[src/rtl/acc_proc_pkg.sv]
// Shared encodings for the accumulator processor: FSM states, opcodes and a
// clog2 helper used for counter sizing.
package acc_proc_pkg;

  typedef enum logic [1:0] {
    ST_IDLE = 2'd0,
    ST_LOAD = 2'd1,
    ST_EXEC = 2'd2,
    ST_HALT = 2'd3
  } state_t;

  localparam logic [3:0] OP_ADD  = 4'h0;
  localparam logic [3:0] OP_SUB  = 4'h1;
  localparam logic [3:0] OP_AND  = 4'h2;
  localparam logic [3:0] OP_OR   = 4'h3;
  localparam logic [3:0] OP_XOR  = 4'h4;
  localparam logic [3:0] OP_SHL  = 4'h5;
  localparam logic [3:0] OP_SHR  = 4'h6;
  localparam logic [3:0] OP_ST   = 4'h7;
  localparam logic [3:0] OP_ADDI = 4'h8;
  localparam logic [3:0] OP_LI   = 4'h9;
  localparam logic [3:0] OP_LD   = 4'hA;
  localparam logic [3:0] OP_HALT = 4'hE;
  localparam logic [3:0] OP_BNEZ = 4'hF;

  function automatic int clog2(input int v);
    int r;
    r = 0;
    while ((1 << r) < v) r++;
    return r;
  endfunction

endpackage

[src/rtl/acc_proc_loader.sv]
// Serial frame receiver: {address, payload} MSB first under cs_i_n/cs_d_n.
// Emits a write strobe on the last bit and an error strobe on framing faults.
module acc_proc_loader
  import acc_proc_pkg::*;
#(
  parameter int OPND_W = 4,
  parameter int DATA_W = 8,
  parameter int INST_W = OPND_W + 4
) (
  input  logic              clk,
  input  logic              rst_n,
  input  logic              idle,
  input  logic              loading,
  input  logic              cs_i_n,
  input  logic              cs_d_n,
  input  logic              sdi,
  output logic              start,
  output logic              wr_imem,
  output logic              wr_dmem,
  output logic [OPND_W-1:0] wr_addr,
  output logic [INST_W-1:0] imem_data,
  output logic [DATA_W-1:0] dmem_data,
  output logic              err
);

  localparam int I_LEN = OPND_W + INST_W;
  localparam int D_LEN = OPND_W + DATA_W;
  localparam int F_W   = (I_LEN > D_LEN) ? I_LEN : D_LEN;
  localparam int CNT_W = clog2(F_W + 1);

  logic [F_W-1:0]   sr;
  logic [F_W-1:0]   nxt;
  logic [CNT_W-1:0] cnt;
  logic             sel_i;
  logic             abort;
  logic             last;

  assign nxt   = {sr[F_W-2:0], sdi};
  assign start = idle && (cs_i_n ^ cs_d_n);
  // Frame dies if its own select lifts or the other one drops mid-frame.
  assign abort = loading && (sel_i ? (cs_i_n || !cs_d_n) : (cs_d_n || !cs_i_n));
  assign last  = loading && !abort &&
                 (cnt == (sel_i ? CNT_W'(I_LEN - 1) : CNT_W'(D_LEN - 1)));
  assign err   = (idle && !cs_i_n && !cs_d_n) || abort;

  assign wr_imem   = last && sel_i;
  assign wr_dmem   = last && !sel_i;
  assign wr_addr   = sel_i ? nxt[I_LEN-1 -: OPND_W] : nxt[D_LEN-1 -: OPND_W];
  assign imem_data = nxt[INST_W-1:0];
  assign dmem_data = nxt[DATA_W-1:0];

  always_ff @(posedge clk or negedge rst_n) begin
    if (!rst_n) begin
      sr    <= '0;
      cnt   <= '0;
      sel_i <= 1'b0;
    end else if (start) begin
      sr    <= F_W'(sdi);
      cnt   <= CNT_W'(1);
      sel_i <= !cs_i_n;
    end else if (loading) begin
      if (abort || last) begin
        sr  <= '0;
        cnt <= '0;
      end else begin
        sr  <= nxt;
        cnt <= cnt + CNT_W'(1);
      end
    end
  end

endmodule

[src/rtl/acc_proc_core.sv]
// Accumulator processor: IDLE/LOAD/EXEC/HALT FSM, datapath and register-file
// memories. Optional macro SINGLE_STEP_EN adds a step input gating execution.
module acc_proc_core
  import acc_proc_pkg::*;
#(
  parameter int DATA_W = 8,
  parameter int OPND_W = 4
) (
  input  logic              clk,
  input  logic              rst_n,
  input  logic              run,
  input  logic              cs_i_n,
  input  logic              cs_d_n,
  input  logic              sdi,
`ifdef SINGLE_STEP_EN
  input  logic              step,
`endif
  output logic [OPND_W-1:0] pc_o,
  output logic [DATA_W-1:0] acc_o,
  output logic [1:0]        state_o,
  output logic              halted_o,
  output logic              load_done_o,
  output logic              frame_err_o
);

  localparam int INST_W = OPND_W + 4;
  localparam int DEPTH  = 1 << OPND_W;

  state_t             state;
  logic [OPND_W-1:0]  pc;
  logic [DATA_W-1:0]  acc;
  logic [INST_W-1:0]  imem [DEPTH];
  logic [DATA_W-1:0]  dmem [DEPTH];

  logic               ld_start, ld_wr_imem, ld_wr_dmem, ld_err;
  logic [OPND_W-1:0]  ld_addr;
  logic [INST_W-1:0]  ld_idata;
  logic [DATA_W-1:0]  ld_ddata;

  logic [INST_W-1:0]        inst;
  logic [3:0]               op;
  logic [OPND_W-1:0]        opnd;
  logic signed [OPND_W-1:0] opnd_s;
  logic [DATA_W-1:0]        sext, dval, acc_nx;
  logic [OPND_W-1:0]        pc_nx;
  logic                     taken, halt_nx, go, commit;

  acc_proc_loader #(.OPND_W(OPND_W), .DATA_W(DATA_W), .INST_W(INST_W)) u_loader (
    .clk       (clk),
    .rst_n     (rst_n),
    .idle      (state == ST_IDLE && !run),
    .loading   (state == ST_LOAD),
    .cs_i_n    (cs_i_n),
    .cs_d_n    (cs_d_n),
    .sdi       (sdi),
    .start     (ld_start),
    .wr_imem   (ld_wr_imem),
    .wr_dmem   (ld_wr_dmem),
    .wr_addr   (ld_addr),
    .imem_data (ld_idata),
    .dmem_data (ld_ddata),
    .err       (ld_err)
  );

`ifdef SINGLE_STEP_EN
  logic step_q;
  always_ff @(posedge clk or negedge rst_n) begin
    if (!rst_n) step_q <= 1'b0;
    else        step_q <= step;
  end
  assign go = step && !step_q;
`else
  assign go = 1'b1;
`endif

  assign inst   = imem[pc];
  assign op     = inst[3:0];
  assign opnd   = inst[INST_W-1:4];
  assign opnd_s = opnd;
  assign sext   = DATA_W'(opnd_s);
  assign dval   = dmem[opnd];
  assign commit = (state == ST_EXEC) && run && go;

  always_comb begin
    acc_nx = acc;
    case (op)
      OP_ADD:  acc_nx = acc + dval;
      OP_SUB:  acc_nx = acc - dval;
      OP_AND:  acc_nx = acc & dval;
      OP_OR:   acc_nx = acc | dval;
      OP_XOR:  acc_nx = acc ^ dval;
      OP_SHL:  acc_nx = acc << 1;
      OP_SHR:  acc_nx = acc >> 1;
      OP_ADDI: acc_nx = acc + sext;
      OP_LI:   acc_nx = sext;
      OP_LD:   acc_nx = dval;
      default: acc_nx = acc;
    endcase
  end

  // Last slot halts unless it branches away; pc freezes on any halt.
  always_comb begin
    taken   = (op == OP_BNEZ) && (acc != '0);
    halt_nx = (op == OP_HALT) || ((pc == {OPND_W{1'b1}}) && !taken);
    pc_nx   = pc + OPND_W'(1);
    if (taken)   pc_nx = opnd;
    if (halt_nx) pc_nx = pc;
  end

  always_ff @(posedge clk or negedge rst_n) begin
    if (!rst_n) begin
      state       <= ST_IDLE;
      pc          <= '0;
      acc         <= '0;
      load_done_o <= 1'b0;
      frame_err_o <= 1'b0;
    end else begin
      load_done_o <= ld_wr_imem || ld_wr_dmem;
      frame_err_o <= ld_err;
      case (state)
        ST_IDLE: begin
          if (run) begin
            state <= ST_EXEC;
            pc    <= '0;
            acc   <= '0;
          end else if (ld_start) begin
            state <= ST_LOAD;
          end
        end
        ST_LOAD: if (ld_wr_imem || ld_wr_dmem || ld_err) state <= ST_IDLE;
        ST_EXEC: begin
          if (!run) begin
            state <= ST_IDLE;
          end else if (go) begin
            acc <= acc_nx;
            pc  <= pc_nx;
            if (halt_nx) state <= ST_HALT;
          end
        end
        ST_HALT: if (!run) state <= ST_IDLE;
        default: state <= ST_IDLE;
      endcase
    end
  end

  always_ff @(posedge clk or negedge rst_n) begin
    if (!rst_n) begin
      for (int i = 0; i < DEPTH; i++) begin
        imem[i] <= '0;
        dmem[i] <= '0;
      end
    end else begin
      if (ld_wr_imem) imem[ld_addr] <= ld_idata;
      if (ld_wr_dmem)                    dmem[ld_addr] <= ld_ddata;
      else if (commit && op == OP_ST)    dmem[opnd]    <= acc;
    end
  end

  assign pc_o     = pc;
  assign acc_o    = acc;
  assign state_o  = state;
  assign halted_o = (state == ST_HALT);

endmodule

[config.mk]
export PLATFORM = sky130hd
export DESIGN_NAME = acc_proc_core
export DESIGN_NICKNAME = d
export VERILOG_FILES = /design/src/rtl/acc_proc_pkg.sv /design/src/rtl/acc_proc_loader.sv /design/src/rtl/acc_proc_core.sv
export SDC_FILE = /design/constraint.sdc
export NUM_CORES = 1
export LEC_CHECK = 0
export ABC_AREA = 0
export ABC_CLOCK_PERIOD_IN_PS = 5400
export CAP_MARGIN = 10
export CORE_MARGIN = 2
export CORE_UTILIZATION = 57
export DETAILED_ROUTE_END_ITERATION = 7
export HOLD_SLACK_MARGIN = 0.02
export PLACE_DENSITY = 0.76
export SLEW_MARGIN = 10
export SYNTH_ARGS = -nofsm -noshare
export SYNTH_HDL_FRONTEND = slang
export SYNTH_SLANG_ARGS = --single-unit
[constraint.sdc]
create_clock -name clk -period 5.4 [get_ports clk]
set_input_delay 1.08 -clock clk [delete_from_list [all_inputs] [get_ports clk]]
set_output_delay 1.08 -clock clk [all_outputs]
set_load 0.005 [all_outputs]
; ---- Word level (Yosys, flattened, before mapping)
; Index checks and enable logic that the tools add are counted.
[op_classes]
n_mux = 38
eq_ne = 25
n_reduce_logical = 37
addsub = 5
n_bitwise = 7
magnitude_cmp = 5
[op_table]
columns = op, count
row1 = $bwmux W128, 3
row2 = $mux W128, 2
row3 = $pmux W8 S10, 1
row4 = $bmux W8 S4, 2
row5 = $demux W8 S4, 2
row6 = $mux W8, 8
row7 = $mux W11, 3
row8 = $eq A4 B4 Y1 const B, 7
row9 = $mux W4, 7
row10 = $add A8 B8 Y8, 2
row11 = $eq A4 B3 Y1 const B, 4
row12 = $pmux W8 S2, 1
row13 = $ge A5 B5 Y1 const B, 3
row14 = $logic_and A1 B1 Y1, 15
row15 = $not A4 Y5, 3
row16 = $mux W2, 6
row17 = $reduce_and A4 Y1, 3
row18 = $ne A11 B1 Y1 const B, 1
row19 = $lt A5 B1 Y1 const B, 2
row20 = $ne A2 B2 Y1 const B, 5
row21 = $add A4 B1 Y4 const B, 2
row22 = $and A8 B8 Y8, 1
row23 = $eq A4 B2 Y1 const B, 2
row24 = $or A8 B8 Y8, 1
row25 = other kinds (16), 31
[totals]
regBits = 288
input_bits = 6
out_inout_bits = 17
word_cells = 157

; ---- Depth between registers and ports, before layout
[logic_depth]
word_depth = 12
depth_mapped = 26
ltp_nobuf = 22

; ---- Hierarchy
; Synthesis repeated with hierarchy kept, for this count alone.
[unflattened]
cells_unflattened = 1487
hier_area_um2 = 15986.6
[by_module_without_submodules]
columns = mod, area_per_inst_um2, n_inst, cells_each, seq_area_each_um2
row1 = acc_proc_core, 15104.5, 1, 1389, 6806.5
row2 = acc_proc_loader, 882.1, 1, 98, 400.4

; ---- Worst setup path after synthesis
; Ideal clock, no wire load.
[synth_path]
path_type = flip-flop to flip-flop
from = register pc[0] (netlist: pc_o[0])
to = register acc[7] (netlist: acc_o[7])
t_arrival_ns = 4.984
setup_slack_ns = 0.286
setup_ns = 0.130
path_stages_with_launch = 27
synth_period_minus_slack_ns = 5.114
required_ns = 5.270
path_cell_list = dfrtp_1 buf_6 buf_12 mux4_2 a22oi_2 and2_1 clkbuf_1 clkbuf_1 nand2_1 nand3_1 nand3_1 and4_1 ha_1 a22oi_1 o21ai_0 ha_1 a21o_1 a21oi_1 o21bai_1 a21oi_1 o21bai_1 a21oi_1 nand2_1 or4_1 nand3_1 or3_1 nand3_1
[synth_between]
elab_chain_cells = 12
[synth_lines]
columns = item, line
row1 = start: declaration, acc_proc_core.sv:30  ; logic [OPND_W-1:0] pc;
row2 = start signal: assignment, acc_proc_core.sv:136  ; pc <= pc_nx;
row3 = $not A4 Y5 (implied by the code) (*), acc_proc_core.sv:76  ; assign inst = imem[pc];
row4 = $bmux W8 S4 (*), acc_proc_core.sv:76
row5 = $mux W8 (implied by the code) (*) (2 in series), acc_proc_core.sv:76
row6 = $not A4 Y5 (implied by the code), acc_proc_core.sv:81  ; assign dval = dmem[opnd];
row7 = $bmux W8 S4, acc_proc_core.sv:81
row8 = $mux W8 (implied by the code) (2 in series), acc_proc_core.sv:81
row9 = "$sub A8 B8 Y8, or another cell as far along", acc_proc_core.sv:88  ; OP_SUB: acc_nx = acc - dval;
row10 = $pmux W8 S10, acc_proc_core.sv:86  ; case (op)
row11 = $mux W8, acc_proc_core.sv:132  ; if (!run) begin
row12 = $pmux W8 S2, acc_proc_core.sv:120  ; case (state)
row13 = end signal: assignment, acc_proc_core.sv:135  ; acc <= acc_nx;
row14 = end: declaration, acc_proc_core.sv:31  ; logic [DATA_W-1:0] acc;
; Mark *: on every way between the ends. The rest lies on a longest branch, timed or not. The select of a mux whose other input is x is not followed.
; A chain may end at the register's enable or synchronous reset.

; ---- Worst setup path after layout
; Ends and elaborated chain as after synthesis.

==> metrics.txt <==
outcome=finished clean; Mean Syn Cell Area=10.45 sq um; post-synth top area cell=dfrtp_1; Switching Power=1.245 mW; Total Wirelength=47,530 microns; CP Buf/Inv Count=5; Synth area leaders=dfrtp_1 47%, mux2_2 9.6%, nand2_1 6.7%; layout cell share with drive strength beyond 1=20.29%; initial antenna violation count=0; Sw Share=26.06%; H-Tree Level Count=1; relative slew slack=a little over a quarter; Reg clk slew, reported paths=0.06 ns; Final Critical Period=5.141 ns; Die H=approximately 170 microns; Overall Power=about 4.8 mW; Leak=between 7 and 8 nW; Async SR Flop Fraction=100.0%; EDFF count, synth=0; Vias=12,820; critical path, cell by cell=buf_4 -> clkbuf_16 -> mux4_2 -> mux4_2 -> buf_4 -> nor2b_1 -> buf_4 -> a32o_1 -> a221oi_4 -> nand4_2 -> nand3_1 -> o211ai_1 -> ha_1 -> inv_1 -> o21bai_1 -> a21oi_2 -> o21bai_1 -> a21oi_2 -> nand2_1 -> or4_1 -> nand3_1 -> or3_1 -> nand3_1; Yosys Warn Count=0; All-Layer GR Usage=roughly 33%; Final Hold Vio Count=0; number of max-slew violations in the final report=0; Setup crit end kind=flip-flop; std cell rows=60; final core occ=64.94%; flop and latch count out of synthesis=288; most common cell in the synthesized netlist=dfrtp_1; wl on met1=18,870 microns; worst-case clock buffer depth=3; GPL Wtd Cong=0.9843; number of fill cells in the layout=2,052; Post-DP HPWL=approximately 30,000 microns; met3 wire length=4435 microns; Pwr Density=275.4 nW/um^2; vias in the first global route=12,630; Flop pwr share=46.8%; DRT iter0 DRCs=1,625; Req. time, crit path=roughly 5.9 ns; final antenna-violating net count=0; DR pass1 iterations=5; Seq/Total Area, Yosys=46.78%; RSZ-0062 raised after global routing=no; Sink Count=288; achievable frequency=between 0.15 and 0.2 GHz; Netlist cell types=between 70 and 80; Mapped Cells=between 1,000 and 1,500; vias per cell=6.841; Clock Latency Late Sink=~0.58 ns; register area=7208 sq um; crit path max-delay cell type=mux4_2; WS Path Type=flip-flop to flip-flop; Slew @ Worst Pin=1.093 ns; die area=28,360 sq um; Layout Area Growth over Synthesis=12.66%; Worst path max stage delay=0.51 ns; pin count of the biggest net entering global routing=about 110; core area=26,730 sq um; max layer used=met4; Worst Path Arrival=5.59 ns; Max FO, Critical Path=12; Clk pwr share=between 40 and 50%; ANT cells=0; DR WL/cell=25.36 microns; Sum Neg Setup Slack=0 ns; GR Overflow Total=0; Comb pwr share=9.0%; Residual DRC=0; Die Wd=168.4 microns; critical path's top delay family=compound AO/OA/AOI/OAI gates; Num CTS Buffers=31; Max Clock Skew=between 0.01 and 0.015 ns; CTS tree=built; Max-Cap Viols=0; # port buffers=22; placed inst area=roughly 16,000 sq um; multi-input logic area=7754 sq um; Pint=3.534 mW; Worst Setup Start Kind=flip-flop; Synth Flop Type=dfrtp_1; CTS root buffer=clkbuf_16; Final Net Count=1,543; io pins=23; Post-synth top cells=288 x dfrtp_1, 273 x nand2_1, 132 x mux2_2, 95 x o211ai_1, 89 x nor2_1; VDD IR-drop max=0.0002925 V; Initial Util=between 50 and 60%; Synth top area share=46.78%; design area=17,360 sq um; final setup vio count=0; synthesized net count=1,508; crit share post-route=95.21%; global-route wire length before repair=73,490 microns; CTS hold repair buffers=0; hold crit path type=flip-flop to flip-flop; Synth Cell Area=15,410 sq um; WL met2=21,990 microns
==> power groups by stage <==
stage	registers [mW]	clock network [mW]	logic, mW
6_report	2.24	2.11	0.430
5_1_grt	2.24	2.20	0.461
4_1_cts	2.23	2.11	0.406
3_5_place_dp	2.27	0	0.405
3_3_place_gp	2.27	0	0.400
2_1_floorplan	2.24	0	0.256
==> final cells by class <==
type | instances | area share [%]
Clock buffer | 43 | 5.133
Clock inverter | 14 | 0.6992
Inverter | 27 | 0.5839
Multi-Input combinational cell | 1072 | 44.67
Sequential cell | 288 | 41.53
Tap cell | 341 | 2.458
Timing Repair Buffer | 89 | 4.924
==> worst paths after layout <==
kind	depth (start not counted)	to	slack [ns]	startpoint
worst max-delay path	23	acc_o[7]	0.26	pc_o[0]
worst min-delay path	2	dmem[51]	0.47	dmem[51]
worst max register to register	23	acc_o[7]	0.26	pc_o[0]
worst min register to register	2	dmem[51]	0.47	dmem[51]
max in group asynchronous	2	dmem[95]	3.61	rst_n
min in group asynchronous	1	dmem[125]	0.53	rst_n
==> flip-flops by register name, summed over array words and instances (netlist names) <==
name            flops
u_loader.cnt        4
acc_o               8
dmem              128
pc_o                4
u_loader.sr        11
frame_err_o         1
load_done_o         1
state_o             2
imem              128
u_loader.sel_i      1
==> stage by stage <==
| step | instances | hold slack, ns | setup slack, ns |
|---|---|---|---|
| floorplan | 1474 | 0.4385 | 0.2856 |
| global placement | 1802 | 0.4529 | 0.1089 |
| detailed placement | 1802 | 0.4581 | 0.005324 |
| CTS | 1859 | 0.4710 | 0.02817 |
| global route | 1874 | 0.4938 | 0.02530 |
| finish | 1874 | 0.4675 | 0.2588 |
==> worst register-to-register path, delay by kind of cell (launching register included) <==
family	cells	cell delay, ns
flops	1	0.42
simple gates	8	1.20
mux	2	1.01
compound gates	7	1.23
buf+inv	5	0.81
fa+ha+maj	1	0.32
==> what timing repair did <==
item	in CTS	in global routing
setup buffers	0	12
pin swaps	0	9
gates resized for setup	1	14
cloned	0	3
setup endpoints to repair	1	1
==> kinds of logic (layout without fill, tap and decap cells) <==
logic type | Yosys count | count (layout) | synth area share, %
AND/OR/NAND/NOR | 493 | 494 | 14.17
AO/OA/AOI/OAI | 335 | 335 | 16.10
buffers and inverters | 115 | 173 | 3.370
flip-flops | 288 | 288 | 46.78
adder cells (fa/ha/maj) | 29 | 29 | 2.388
XOR/XNOR | 9 | 9 | 0.5117
multiplexers | 205 | 205 | 16.68
==> layer usage <==
| layer | global-route usage [%] | vias to the layer above |
|---|---|---|
| met1 | 44.31 | 6433 |
| met3 | 6.206 | 149 |
| met4 | 14.92 | 0 |
| li1 | - | 5494 |
| met5 | 0 | - |
| met2 | 53.18 | 744 |
==> placed cells by master (no fill, tap or decap), types with 7 or more instances in the layout <==
cell type,n
buf_4,57
nand2_1,271
nor2b_1,10
a221oi_1,16
nand3_1,53
a22o_1,18
mux2i_1,42
mux2_2,132
buf_12,7
clkbuf_16,33
a221o_1,18
o211ai_1,95
xnor2_1,7
mux4_2,28
nand2b_1,11
clkdlybuf4s50_1,21
a22oi_1,54
clkinv_2,8
o21ai_0,52
and3_1,8
ha_1,27
o221ai_1,7
and2_1,14
dfrtp_1,287
a21oi_1,25
clkbuf_8,7
nor2_1,89
inv_1,26
(Power assumes the default switching activity.)
